--- src/rtl/hilbert_delay_bank.sv ---
// Multi-channel decimating fake-Hilbert stage: re = newest sample, im = sample SHIFT strobes back.
// Define HILBERT_NEGATE_IM_EN to emit the bitwise inverse of the delayed sample on sig_im_o.
module hilbert_delay_bank #(
  parameter int WIDTH = 24,
  parameter int RATIO = 4,
  parameter int SHIFT = 1,
  parameter int FRAME = 8
) (
  input  logic             clk,
  input  logic             rst,
  input  logic             enable_i,
  input  logic             strobe_i,
  input  logic [WIDTH-1:0] signal_i,
  output logic             locked_o,
  output logic             strobe_o,
  output logic             framed_o,
  output logic [WIDTH-1:0] sig_re_o,
  output logic [WIDTH-1:0] sig_im_o
);

  localparam int PW = (RATIO > 1) ? $clog2(RATIO) : 1;
  localparam int FW = (FRAME > 1) ? $clog2(FRAME) : 1;
  localparam logic [PW-1:0] PHASE_LAST = PW'(RATIO - 1);
  localparam logic [FW-1:0] FRAME_LAST = FW'(FRAME - 1);

  logic [PW-1:0]    r_phase;
  logic [FW-1:0]    r_frame;
  logic [WIDTH-1:0] r_hist [SHIFT];
  logic             r_locked;
  logic             r_strobe;
  logic             r_framed;
  logic [WIDTH-1:0] r_re;
  logic [WIDTH-1:0] r_im;

  logic             w_accept;
  logic             w_last;
  logic             w_emit;
  logic [PW-1:0]    w_phase_nxt;
  logic [FW-1:0]    w_frame_nxt;
  logic [WIDTH-1:0] w_delayed;
  logic [WIDTH-1:0] w_im;

  assign w_accept  = strobe_i & enable_i;
  assign w_last    = (r_phase == PHASE_LAST);
  assign w_emit    = w_accept & w_last;
  // r_hist[k] is the sample k+1 accepted strobes before the current one
  assign w_delayed = r_hist[SHIFT-1];

`ifdef HILBERT_NEGATE_IM_EN
  assign w_im = ~w_delayed;
`else
  assign w_im = w_delayed;
`endif

  // Next phase / output-counter values; both wrap silently.
  always_comb begin
    w_phase_nxt = r_phase;
    w_frame_nxt = r_frame;
    if (w_accept) begin
      if (w_last) begin
        w_phase_nxt = {PW{1'b0}};
        if (r_frame == FRAME_LAST) begin
          w_frame_nxt = {FW{1'b0}};
        end else begin
          w_frame_nxt = r_frame + FW'(1'b1);
        end
      end else begin
        w_phase_nxt = r_phase + PW'(1'b1);
        w_frame_nxt = r_frame;
      end
    end else begin
      w_phase_nxt = r_phase;
      w_frame_nxt = r_frame;
    end
  end

  // Sequencing counters, cleared by reset or by dropping enable.
  always_ff @(posedge clk) begin
    if (!rst || !enable_i) begin
      r_phase <= {PW{1'b0}};
      r_frame <= {FW{1'b0}};
    end else begin
      r_phase <= w_phase_nxt;
      r_frame <= w_frame_nxt;
    end
  end

  // Per-channel sample history, advanced on every accepted strobe.
  always_ff @(posedge clk) begin
    if (!rst || !enable_i) begin
      for (int k = 0; k < SHIFT; k++) begin
        r_hist[k] <= {WIDTH{1'b0}};
      end
    end else if (w_accept) begin
      r_hist[0] <= signal_i;
      for (int k = 1; k < SHIFT; k++) begin
        r_hist[k] <= r_hist[k-1];
      end
    end else begin
      for (int k = 0; k < SHIFT; k++) begin
        r_hist[k] <= r_hist[k];
      end
    end
  end

  // Registered outputs; data holds across disable, pulses and lock drop.
  always_ff @(posedge clk) begin
    if (!rst) begin
      r_locked <= 1'b0;
      r_strobe <= 1'b0;
      r_framed <= 1'b0;
      r_re     <= {WIDTH{1'b0}};
      r_im     <= {WIDTH{1'b0}};
    end else if (!enable_i) begin
      r_locked <= 1'b0;
      r_strobe <= 1'b0;
      r_framed <= 1'b0;
      r_re     <= r_re;
      r_im     <= r_im;
    end else begin
      r_strobe <= w_emit;
      r_framed <= w_emit & (r_frame == {FW{1'b0}});
      if (w_emit) begin
        r_locked <= 1'b1;
        r_re     <= signal_i;
        r_im     <= w_im;
      end else begin
        r_locked <= r_locked;
        r_re     <= r_re;
        r_im     <= r_im;
      end
    end
  end

  assign locked_o = r_locked;
  assign strobe_o = r_strobe;
  assign framed_o = r_framed;
  assign sig_re_o = r_re;
  assign sig_im_o = r_im;

endmodule

--- config.mk ---
export PLATFORM = sky130hd
export DESIGN_NAME = hilbert_delay_bank
export DESIGN_NICKNAME = d
export VERILOG_FILES = /design/src/rtl/hilbert_delay_bank.sv
export SDC_FILE = /design/constraint.sdc
export NUM_CORES = 1
export LEC_CHECK = 0
export BUFFER_PORTS_ARGS = -buffer_cell sky130_fd_sc_hd__buf_2
export CORE_UTILIZATION = 52
export CTS_CLUSTER_DIAMETER = 60
export DETAILED_ROUTE_END_ITERATION = 6
export GPL_ROUTABILITY_DRIVEN = 0
export PLACE_DENSITY = 0.83
export SYNTH_ARGS = -nofsm -noshare
export SYNTH_HDL_FRONTEND = slang
export SYNTH_SLANG_ARGS = --single-unit
export TNS_END_PERCENT = 30
--- constraint.sdc ---
create_clock -name clk -period 1.6 [get_ports clk]
set_input_delay 0.08 -clock clk [delete_from_list [all_inputs] [get_ports clk]]
set_output_delay 0.08 -clock clk [all_outputs]
set_load 0.03 [all_outputs]
=== Word-level counts from Yosys, hierarchy flattened ===
Memory sizes are Yosys's and may differ from the RTL's.
Index checks and enable logic that the tools add are counted.
W data, S select, Z words.

* Register bits: 56
* RAM bits: 24
* Input port bits: 28
* Output and inout bits: 51
* Word-level logic and storage cells: 38
* Memories kept: 1

* Add/subtract/negate cells: 2
* Eq/ne operators: 2
* Muxes and demuxes: 14
* Bitwise operators: 3
* Reductions and logical operators: 9

{| class="wikitable"
|+ Memories
! name !! depth !! width !! read ports !! clocked after Yosys merged registers in !! wr ports !! RTL line !! source
|-
| r_hist || 1 || 24 || 1 || 0 || 1 || 28 || <nowiki>logic [WIDTH-1:0] r_hist [SHIFT];</nowiki>
|}

{| class="wikitable"
|+ Operators with widths
! kind !! count
|-
| $mux W24 || 2
|-
| $reduce_or A24 Y1 || 2
|-
| $mux W1 || 10
|-
| $reduce_and A2 Y1 || 3
|-
| $add A3 B1 Y3 const B || 1
|-
| $and A1 B1 Y1 || 3
|-
| $eq A3 B3 Y1 const B || 1
|-
| $logic_not A3 Y1 || 1
|-
| $mux W3 || 1
|-
| $add A2 B1 Y2 const B || 1
|-
| $eq A2 B2 Y1 const B || 1
|-
| $logic_not A1 Y1 || 2
|-
| $mux W2 || 1
|-
| $logic_or A1 B1 Y1 || 1
|}

=== Logic depth before layout (Yosys ltp) ===
Gate-level depths: netlist of run 1.

* Depth after elaboration: 7
* Mapped depth: 7

=== Worst setup path after synthesis of run 1 ===
Ideal clock, no wire load.

* Kind: register to register
* Start point: register r_phase[0]
* End point: register r_im[0] (netlist: sig_im_o[0]), read port of r_hist
* Setup time: 72 ps
* Data arrival time: 1312 ps
* Data required time: 1528 ps
* Slack: 216 ps
* Cell stages (with the launch flop): 8
* Path buffers: 4
* Period minus slack after synthesis: 1384 ps
* Cells stage by stage: dfxtp_1 ha_1 buf_6 and3_4 buf_6 buf_6 buf_8 mux2i_1

* Longest elaborated chain between the ends: 3

{| class="wikitable"
|+ Ends and longest elaborated chain
! what !! RTL line !! source
|-
| start: declaration || 26 || <nowiki>logic [PW-1:0] r_phase;</nowiki>
|-
| start signal: assignment || 80 || <nowiki>r_phase <= {PW{1'b0}};</nowiki>
|-
| start signal: assignment || 83 || <nowiki>r_phase <= w_phase_nxt;</nowiki>
|-
| $eq A2 B2 Y1 || 44 || <nowiki>assign w_last = (r_phase == PHASE_LAST);</nowiki>
|-
| $and A1 B1 Y1 || 45 || <nowiki>assign w_emit = w_accept & w_last;</nowiki>
|-
| $reduce_and A2 Y1 (no source line) || - ||
|-
| end: declaration || 33 || <nowiki>logic [WIDTH-1:0] r_im;</nowiki>
|}

No other way between the ends.
A chain may end at the register's enable or synchronous reset.

=== Final worst setup path of run 1 ===
* Start point: register r_phase[0]
* End point: register r_phase[0]

* Longest elaborated chain between the ends: 2
* Elaborated cells on any way between the ends: 3
* Classes of those cells: add/sub: 1; eq/ne: 1; mux: 1

{| class="wikitable"
|+ Ends and longest elaborated chain
! what !! RTL line !! source
|-
| $add A2 B1 Y2 / $eq A2 B2 Y1 (equally long branches) || 68, 44 ||
|-
| $mux W2 * || 60 || <nowiki>if (w_last) begin</nowiki>
|}

Mark *: on every way between the ends. The rest lies on a longest branch, timed or not.

==> results.cfg, run 1 <==
[cts]
cts_sinks = 80
htree_levels = 3
clkTransAtPathRegs_ns = 0.08
cts_buffers = 9
cts-root-buf = clkbuf_8
ctsLongestPathBuffers = 2
clock_latency_ns = 0.34
cts_setup_buffers = 0
cts_resized = 0
cts_tree = yes
hold_buffers = 12

[critical_path]
max_stage_delay_ns = 0.44
worstPathRequired_ns = 1.87
path_cells = ha_1 -> buf_4 -> or3b_2 -> a21oi_1
crit_fanout = 9
r2r_setup_slack_ns = 0.28
startpoint_type = flip-flop
critical_path_class = flip-flop to flip-flop
endpoint_kind = flip-flop
worstPathArrival_ns = 1.59
cp_slowest_cell = or3b_2

[route]
drc_errors = 0
drt-total-wl_um = 6053
dr.pass1.iters = 4
wl_per_cell_um = 13.02
vias_per_cell = 4.916
final_antenna_net_count = 0
drt_iter0_drc = 121
vias = 2286

[final_layout]
layout-drive-gt1-share_pct = 26.92
area_growth_pct = 22.79
diodes = 0
nets = 417

[synthesis]
synth_cell_type_count = 24
yosys_warnings = 0
synthDominantCellAreaShare_pct = 35.21
synthTopCellsByArea = dfxtp_1 35%, edfxtp_1 23%, mux2i_1 15%
avgSynthCellArea_um2 = 10.65
syn_nets = 331
synth-seq-area-share_pct = 57.84
synth-seq-cells = 80
synth_cells = 299
synth.largest_area_cell = dfxtp_1
synth_area_mm2 = 0.003184

[global_routing]
grt_max_degree = 63
grt_pass1_wl_um = 9252
grtUsageTotal_pct = 19.10
grt.overflow.total = 0
grt_antenna_before_repair = 0
grt_pass1_vias = 2122

[die]
io_pins = 79
initial_core_util_pct = 53.78
row_count = 28
die_x_um = 80.26
core_area_mm2 = 0.005921
die_h_um = 80.26
design.die.area_mm2 = 0.006441

[outcome]
status = finished clean

[run]
cap_violations = 0

[timing]
fin_crit_ns = 1.321
finalSetupViolations = 0
slew_headroom_pct = 55.85
rsz0062_at_grt = false
timing.fmax_ghz = 0.7567
fin_skew_ns = 0.01011
tns_ns = 0
layout_worst_path_cycle_share_pct = 82.59
hold_viol = 0
drv_slew = 0
worst_pin_slew_ns = 0.6623

[place]
dp_hpwl_um = 3975
portBuffers = 78

[power]
ir_drop_uv = 528.9
power_density_mw_per_mm2 = 950.9
p_total_mw = 3.718
leakage_nw = 1.662

[worst_hold_path]
hold_path_class = input port to flip-flop
[cell usage after synthesis]
library cell and n:
dfxtp_1 56, clkbuf_1 12, and3_4 1, or3b_2 1, and3_1 1, inv_1 3, edfxtp_1 24, nor2_1 3
nand2b_1 1, nor4_1 1, a21bo_2 3, nand4bb_1 1, and2_1 24, nand2_1 98, buf_6 3, nand4b_1 1
a21oi_1 5, mux2i_1 49, ha_1 4, buf_2 1, or2_2 1, buf_4 3, nand3_1 1, buf_8 2
[flip-flops by register name (all words and copies together), names as in the netlist]
signal / flops
sig_re_o: 24
strobe_o: 1
sig_im_o: 24
r_phase: 2
r_hist: 24
framed_o: 1
locked_o: 1
r_frame: 3
[cell usage in the layout, fill, tap and decap left out, drive strengths merged]
cell type    netlist  final
nor2               3      3
or2                1      1
and2              24     24
a21bo              3      3
nor4               1      1
clkbuf            12     10
clkinvlp           0      2
edfxtp            24     24
dlygate4sd3        0     12
nand4b             1      1
bufinv             0      1
ha                 4      4
dfxtp             56     56
nand4bb            1      1
or3b               1      1
buf                9     84
nand2             98     98
and3               2      2
a21oi              5      5
inv                3      3
mux2i             49     49
clkinv             0      3
nand2b             1      1
nand3              1      1
[area by class of cell]
class	count	area (um2)
clock inverter	6	60.06
clock buffer	10	127.6
multi-input combinational	195	1195
tap	75	93.84
timing repair buffer	96	580.6
inverter	3	11.26
sequential	80	1842
fill	459	2011
[final timing paths]
kind / startpoint / to / depth (start not counted)
setup reg to reg: r_phase[0] / r_phase[0] / 4
hold reg to reg: sig_im_o[18] / sig_im_o[18] / 2
hold / removal: signal_i[1] / sig_re_o[1] / 3
setup / recovery: r_phase[0] / r_phase[0] / 4
[critical path, delay by kind of cell, from the launching register on]
| family | cells | cell delay, ns |
|---|---|---|
| and+or+nand+nor | 1 | 0.44 |
| DFF | 1 | 0.32 |
| adders and majority gates | 1 | 0.21 |
| buffers and inverters | 1 | 0.16 |
| AOI/OAI and AO/OA | 1 | 0.13 |
[routing by layer]
metal	share of wire, %	up-vias	global-route usage (%)
met5	0	-	0
met4	2.1	0	10.00
met3	3.8	14	3.750
met2	48	62	31.88
met1	46	1062	23.28
li1	-	1148	-
[power breakdown]
| part | leakage (nW) | internal (mW) | switching (mW) |
|---|---|---|---|
| clock network | 0.0920 | 0.713 | 0.695 |
| logic | 0.844 | 0.0741 | 0.101 |
| registers | 0.727 | 2.12 | 0.0108 |
| total | 1.66 | 2.91 | 0.807 |
[cell families (layout without fill, tap and decap cells)]
logic type	after synthesis	after routing	synth area share (%)
adder cells (fa/ha/maj)	4	4	1.572
multiplexers	49	49	15.40
buffers and inverters	24	115	4.636
AND/OR/NAND/NOR	134	134	18.82
AO/OA/AOI/OAI	8	8	1.729
flip-flops	80	80	57.84
[metrics by stage]
step	cell area, um2	hold slack (ns)	worst slack (ns)	utilization, %	instances
floorplan	3184	0.2222	0.2163	-	299
detailed placement	3602	0.3500	0.2765	60.84	437
CTS	3910	0.003043	0.2738	66.04	465
global placement	3602	0.3414	0.3168	60.84	437
global route	3910	0.009067	0.2322	66.04	465
finish	3910	0.01218	0.2786	66.04	465
Power figures use the tool's default switching activity.
==> run 2: changes to the inputs <==
--- a/config.mk
+++ b/config.mk
@@ -5,12 +5,13 @@
 export SDC_FILE = /design/constraint.sdc
 export NUM_CORES = 1
 export LEC_CHECK = 0
+export ABC_AREA = 1
 export BUFFER_PORTS_ARGS = -buffer_cell sky130_fd_sc_hd__buf_2
-export CORE_UTILIZATION = 52
+export CORE_UTILIZATION = 48
 export CTS_CLUSTER_DIAMETER = 60
 export DETAILED_ROUTE_END_ITERATION = 6
 export GPL_ROUTABILITY_DRIVEN = 0
-export PLACE_DENSITY = 0.83
+export PLACE_DENSITY = 0.8
 export SYNTH_ARGS = -nofsm -noshare
 export SYNTH_HDL_FRONTEND = slang
 export SYNTH_SLANG_ARGS = --single-unit
==> constraint.sdc (replaced) <==
create_clock -name clk -period 1.08 [get_ports clk]
set_input_delay 0.054 -clock clk [delete_from_list [all_inputs] [get_ports clk]]
set_output_delay 0.054 -clock clk [all_outputs]
set_load 0.03 [all_outputs]
==> run 2 against run 1 <==
The flow now finishes with violations (setup timing). Clock-buffer cell count is 1 higher. First-iteration DRC count grew 110%. Largest power group unchanged. Synthesized cell count grew 54%. Clock skew is 0.0032 ns lower. Maximum frequency is 5.3% higher. Global-route usage rose by 4.9 points. Sequential power grew 49%. Die area increased by 15%. Clock power rose by 66%.
==> results.cfg, run 2 <==
[synthesis]
synth_edf_count = 24
synthFlopType = dfxtp_1
synthDominantCellAreaShare_pct = 33.15
netlist_top_cells_count = 112 x nand2_1, 108 x inv_1, 108 x nor2_1
yosys.cell_count.top_type = nand2_1
avgSynthCellArea_um2 = 7.368
synth_area_mm2 = 0.003382
synth_cell_type_count = 17
yosys_warnings = 0
synth.largest_area_cell = dfxtp_1
synthTopCellsByArea = dfxtp_1 33%, edfxtp_1 21%, nand2_1 12%
synth_cells = 459
synth-seq-cells = 80
syn_nets = 491
synth-async-reset-ratio_pct = 0
synth-seq-area-share_pct = 54.46

[route]
wl_per_cell_um = 13.92
wl_met1_um = 3755
highest_layer = met4
drt_iter0_drc = 258
drt-total-wl_um = 9327
dr_wl_met2_um = 4653
dr.pass1.iters = 5
vias_per_cell = 4.718
final_antenna_net_count = 0
drc_errors = 0
vias = 3161
routed-wl-met3_um = 623

[place]
dpl_cell_area_mm2 = 0.003961
place_ws_ns = -0.1161
portBuffers = 78
dp_hpwl_um = 4639

[timing]
drv_slew = 0
fin_skew_ns = 0.006932
hold_viol = 0
worst_slack_ns = -0.1745
layout_worst_path_cycle_share_pct = 116.2
fin_crit_ns = 1.254
finalSetupViolations = 54
worst_pin_slew_ns = 0.5269
timing.fmax_ghz = 0.7971
slew_headroom_pct = 64.88
rsz0062_at_grt = true

[final_layout]
layout-drive-gt1-share_pct = 27.70
nets = 601
design_area_mm2 = 0.004701
regArea_mm2 = 0.001844
layout_commonest_cell = inv_1
final_cell_mix = 107 x inv_1, 98 x nor2_1, 86 x nand2_1
multiInputGateArea_mm2 = 0.001164
diodes = 0
fillers = 496
area_growth_pct = 38.99

[worst_hold_path]
min_from = rst
worst_hold_path.endpoint = strobe_o
hold_path_class = input port to flip-flop
whs_path_depth = 3

[die]
core_area_mm2 = 0.006794
io_pins = 79
row_count = 30
die_h_um = 85.94
design.die.area_mm2 = 0.007386
die_x_um = 85.94
initial_core_util_pct = 49.78

[global_routing]
grt_pass1_wl_um = 13590
grt.overflow.total = 0
grt_antenna_before_repair = 0
grt_max_degree = 49
grtUsageTotal_pct = 23.97
grt_pass1_vias = 2995

[cts]
clkTransAtPathRegs_ns = 0.08
cts_sinks = 80
clock_latency_ns = 0.35
htree_levels = 3
cts-root-buf = clkbuf_8
cts_buffers = 9
ctsLongestPathBuffers = 2
cts_tree = yes

[power]
combPwrFrac_pct = 5.6
seqPwrFrac_pct = 54.3
power_switching_mw = 1.274
p_int_mw = 4.565
swShare_pct = 21.82
power_density_mw_per_mm2 = 1242
ir_drop_uv = 592.6
leakage_nw = 2.565
power_frac_clock_pct = 40.1

[critical_path]
startpoint_type = flip-flop
worst_r2r_path_depth = 7
r2r_setup_slack_ns = -0.17
worstPathRequired_ns = 1.36
endpoint_kind = flip-flop
timing.rr.end = sig_im_o[12]
crit_fanout = 5
critical_path_class = flip-flop to flip-flop
r2r_start = r_phase[0]
worstPathArrival_ns = 1.54

[run]
cap_violations = 0

[outcome]
violations = setup timing
status = complete, but fails checks
## run 2: routing by layer
layer,vias to the layer above,global-route usage [%]
li1,1548,-
met1,1448,28.47
met2,140,40.19
met3,25,5.775
met4,0,12.73
met5,-,0
## run 2: worst max-delay path: stages (launching register included)
cell,delay [ns]
dfxtp_2,0.36
ha_4,0.15
nand3_4,0.11
buf_12,0.18
clkbuf_16,0.16
nand2_1,0.05
nand2_1,0.05
nor2_1,0.12
## run 2: worst max-delay path by stage
stage,startpoint,endpoint,slack [ns],depth (start not counted)
5_1_grt,r_phase[0],sig_im_o[12],-0.24,7
3_5_place_dp,r_phase[0],framed_o,-0.12,6
6_report,r_phase[0],sig_im_o[12],-0.17,7
3_3_place_gp,r_phase[0],r_phase[0],-0.06,4
2_1_floorplan,r_phase[0],r_phase[0],-0.07,4
4_1_cts,r_phase[1],sig_re_o[14],-0.1,7
## run 2: final cells by class
cell class                      instances  area share, %
Clock buffer                           11          2.795
Clock inverter                          5          1.517
Inverter                              109          8.704
Multi-Input combinational cell        249          24.75
Sequential cell                        80          39.23
Tap cell                               96          2.555
Timing Repair Buffer                  120          20.44
## run 2: stage by stage
| step | setup TNS, ns | utilization (%) | power, mW | hold WS [ns] | instances |
|---|---|---|---|---|---|
| floorplan | -0.3058 | - | 3.363 | 0.1889 | 459 |
| global placement | -1.227 | 58.31 | 3.480 | 0.2988 | 626 |
| detailed placement | -3.728 | 58.31 | 3.487 | 0.3018 | 626 |
| CTS | -3.025 | 66.87 | 5.816 | 0.005244 | 666 |
| global route | -8.846 | 69.19 | 6.012 | 0.009081 | 670 |
| finish | -5.959 | 69.19 | 5.839 | 0.008908 | 670 |
## run 2: what timing repair did
| action | 4_1_cts | 5_1_grt |
|---|---|---|
| hold endpoints to repair | 16 | 0 |
| resized for setup | 31 | 25 |
| cloned | 4 | 3 |
| setup endpoints to repair | 55 | 55 |
| hold buffers | 16 | 0 |
| setup buffers | 4 | 1 |
| pin swaps | 11 | 19 |
## run 2: power groups by stage
stage / combinational (mW) / clock (mW) / sequential, mW
3_3_place_gp: 0.248 / 0 / 3.23
3_5_place_dp: 0.253 / 0 / 3.23
6_report: 0.329 / 2.34 / 3.17
5_1_grt: 0.355 / 2.48 / 3.17
4_1_cts: 0.305 / 2.34 / 3.17
2_1_floorplan: 0.130 / 0 / 3.23
## run 2: cell families after synthesis
| logic type | after synthesis | share of synthesized area, % |
|---|---|---|
| AND/OR/NAND/NOR | 243 | 28.67 |
| buffers and inverters | 130 | 15.09 |
| flip-flops | 80 | 54.46 |
| adder cells (fa/ha/maj) | 4 | 1.480 |
| AO/OA/AOI/OAI | 2 | 0.2957 |
==> run 3: changes to the inputs <==
--- a/config.mk
+++ b/config.mk
@@ -11,7 +11,9 @@
 export CTS_CLUSTER_DIAMETER = 60
 export DETAILED_ROUTE_END_ITERATION = 6
 export GPL_ROUTABILITY_DRIVEN = 0
+export HOLD_SLACK_MARGIN = 0.03
 export PLACE_DENSITY = 0.8
+export SKIP_LAST_GASP = 1
 export SYNTH_ARGS = -nofsm -noshare
 export SYNTH_HDL_FRONTEND = slang
 export SYNTH_SLANG_ARGS = --single-unit
==> run 3 against run 2 <==
The flow still finishes with violations (setup timing). Utilization is 0.092 points lower. Die area stayed put. Routed wire length hardly changed. Clock-buffer cell count stayed put. Sequential power hardly changed. Critical endpoint is now sig_re_o[20]. Largest power group unchanged.
==> results.cfg, run 3 (synthesis results as in run 2) <==
[outcome]
status = complete, but fails checks
violations = setup timing

[route]
drt_iter0_drc = 238
wl_per_cell_um = 13.75
dr.pass1.iters = 5
drt-total-wl_um = 9321
drc_errors = 0
final_antenna_net_count = 0
vias = 3195
vias_per_cell = 4.712

[final_layout]
nets = 609
layout_commonest_cell = inv_1
final_cell_mix = 108 x inv_1, 107 x nand2_1, 101 x nor2_1
layout-drive-gt1-share_pct = 23.02
instances_no_fill = 678
final_util_pct = 69.10
diodes = 0
fillers = 488
area_growth_pct = 38.81

[power]
ir_drop_uv = 606.7
swShare_pct = 21.99
power_frac_clock_pct = 40.1
p_total_mw = 5.873
power_switching_mw = 1.291
p_int_mw = 4.582
leakage_nw = 2.596
power_density_mw_per_mm2 = 1251
seqPwrFrac_pct = 53.9
combPwrFrac_pct = 5.9

[cts]
ctsLongestPathBuffers = 2
cts_tree = yes
clkTransAtPathRegs_ns = 0.08
cts_buffers = 9
cts_sinks = 80
clock_latency_ns = 0.35
htree_levels = 3
cts-root-buf = clkbuf_8

[die]
row_count = 30
core_area_mm2 = 0.006794
design.die.area_mm2 = 0.007386
die_x_um = 85.94
die_h_um = 85.94
initial_core_util_pct = 49.78
io_pins = 79

[global_routing]
grt.busiest_layer = met2
grt_pass1_wl_um = 13830
grt.overflow.total = 0
grtUsageMet1_pct = 27.87
grtUsageTotal_pct = 24.52
grt_antenna_before_repair = 0
use_met3_pct = 6.160
grt_pass1_vias = 3043
grt_max_degree = 49
met2_usage_pct = 42.28

[critical_path]
worstPathRequired_ns = 1.36
critical_path_class = flip-flop to flip-flop
r2r_setup_slack_ns = -0.17
startpoint_type = flip-flop
endpoint_kind = flip-flop
r2r_start = r_phase[0]
timing.rr.end = sig_re_o[20]
worstPathArrival_ns = 1.53
setup.worst_path.start = r_phase[0]
crit_fanout = 6
worst_r2r_path_depth = 7

[timing]
layout_worst_path_cycle_share_pct = 115.6
finalSetupViolations = 54
tns_ns = -5.941
slew_headroom_pct = 65.33
worst_pin_slew_ns = 0.5200
drv_slew = 0
timing.hold.ws_ns = 0.03707
fin_crit_ns = 1.249
rsz0062_at_grt = true
fin_skew_ns = 0.01157
timing.fmax_ghz = 0.8007
hold_viol = 0
worst_slack_ns = -0.1690

[place]
dp.cells = 626
portBuffers = 78
dp_hpwl_um = 4639

[run]
cap_violations = 0

[worst_hold_path]
worst_hold_path.endpoint = r_hist[0][6]
min_from = signal_i[6]
whs_path_depth = 3
hold_path_class = input port to flip-flop
run 3: cell types whose count changed in the layout (fill, tap and decap cells not counted), moves of 3 or more:
cell | before | now
dlygate4sd3_1 | 16 | 23
nand2_1 | 86 | 107
nand2_2 | 22 | 4
nand2_4 | 4 | 1
nor2_1 | 98 | 101
nor2_2 | 10 | 7
run 3: stage by stage:
step / worst slack, ns / instance area [um2]
global route: -0.2088 / 4695
finish: -0.1690 / 4695
floorplan: -0.06717 / 3385
detailed placement: -0.1161 / 3961
global placement: -0.05955 / 3961
CTS: -0.1108 / 4578
run 3: critical path, cell delays in order, from the launching register on:
cell and delay [ns]:
dfxtp_2 0.37, ha_4 0.16, nand3_4 0.10, buf_8 0.17
buf_16 0.14, nand2_4 0.05, nand2_1 0.05, nor2_1 0.14
run 3: worst max-delay path by stage:
stage                   endpoint  slack (ns)  cells past startpoint
floorplan             r_phase[0]       -0.07                      4
global placement      r_phase[0]       -0.06                      4
detailed placement      framed_o       -0.12                      6
CTS                     framed_o       -0.11                      7
global route        sig_re_o[20]       -0.21                      7
finish              sig_re_o[20]       -0.17                      7
run 3: repair_timing:
action                                 in CTS  in global routing
pin swaps                                   1                  4
setup endpoints to repair                  55                 55
endpoints found under the hold margin      31                  0
buffers inserted                            4                  2
resized for setup                          17                  9
gates cloned                                4                  3
hold buffers                               23                  0
run 3: power groups by stage:
stage,registers (mW),clock network (mW),logic (mW)
3_3_place_gp,3.23,0,0.248
4_1_cts,3.17,2.34,0.323
2_1_floorplan,3.23,0,0.130
3_5_place_dp,3.23,0,0.253
5_1_grt,3.17,2.49,0.372
6_report,3.17,2.36,0.348
run 3: area by class of cell:
type                            instances  area, um2  area share [%]
Clock buffer                           11      131.4           2.799
Clock inverter                          5      71.32           1.519
Inverter                              109      409.1           8.715
Multi-Input combinational cell        249       1085           23.11
Sequential cell                        80       1844           39.29
Tap cell                               96      120.1           2.559
Timing Repair Buffer                  128       1033           22.01
run 3: per-layer routing:
layer / share of wire (%) / vias to the layer above
li1: - / 1561
met1: 39 / 1462
met2: 51 / 143
met3: 6.5 / 29
met4: 3.2 / 0
met5: 0 / -
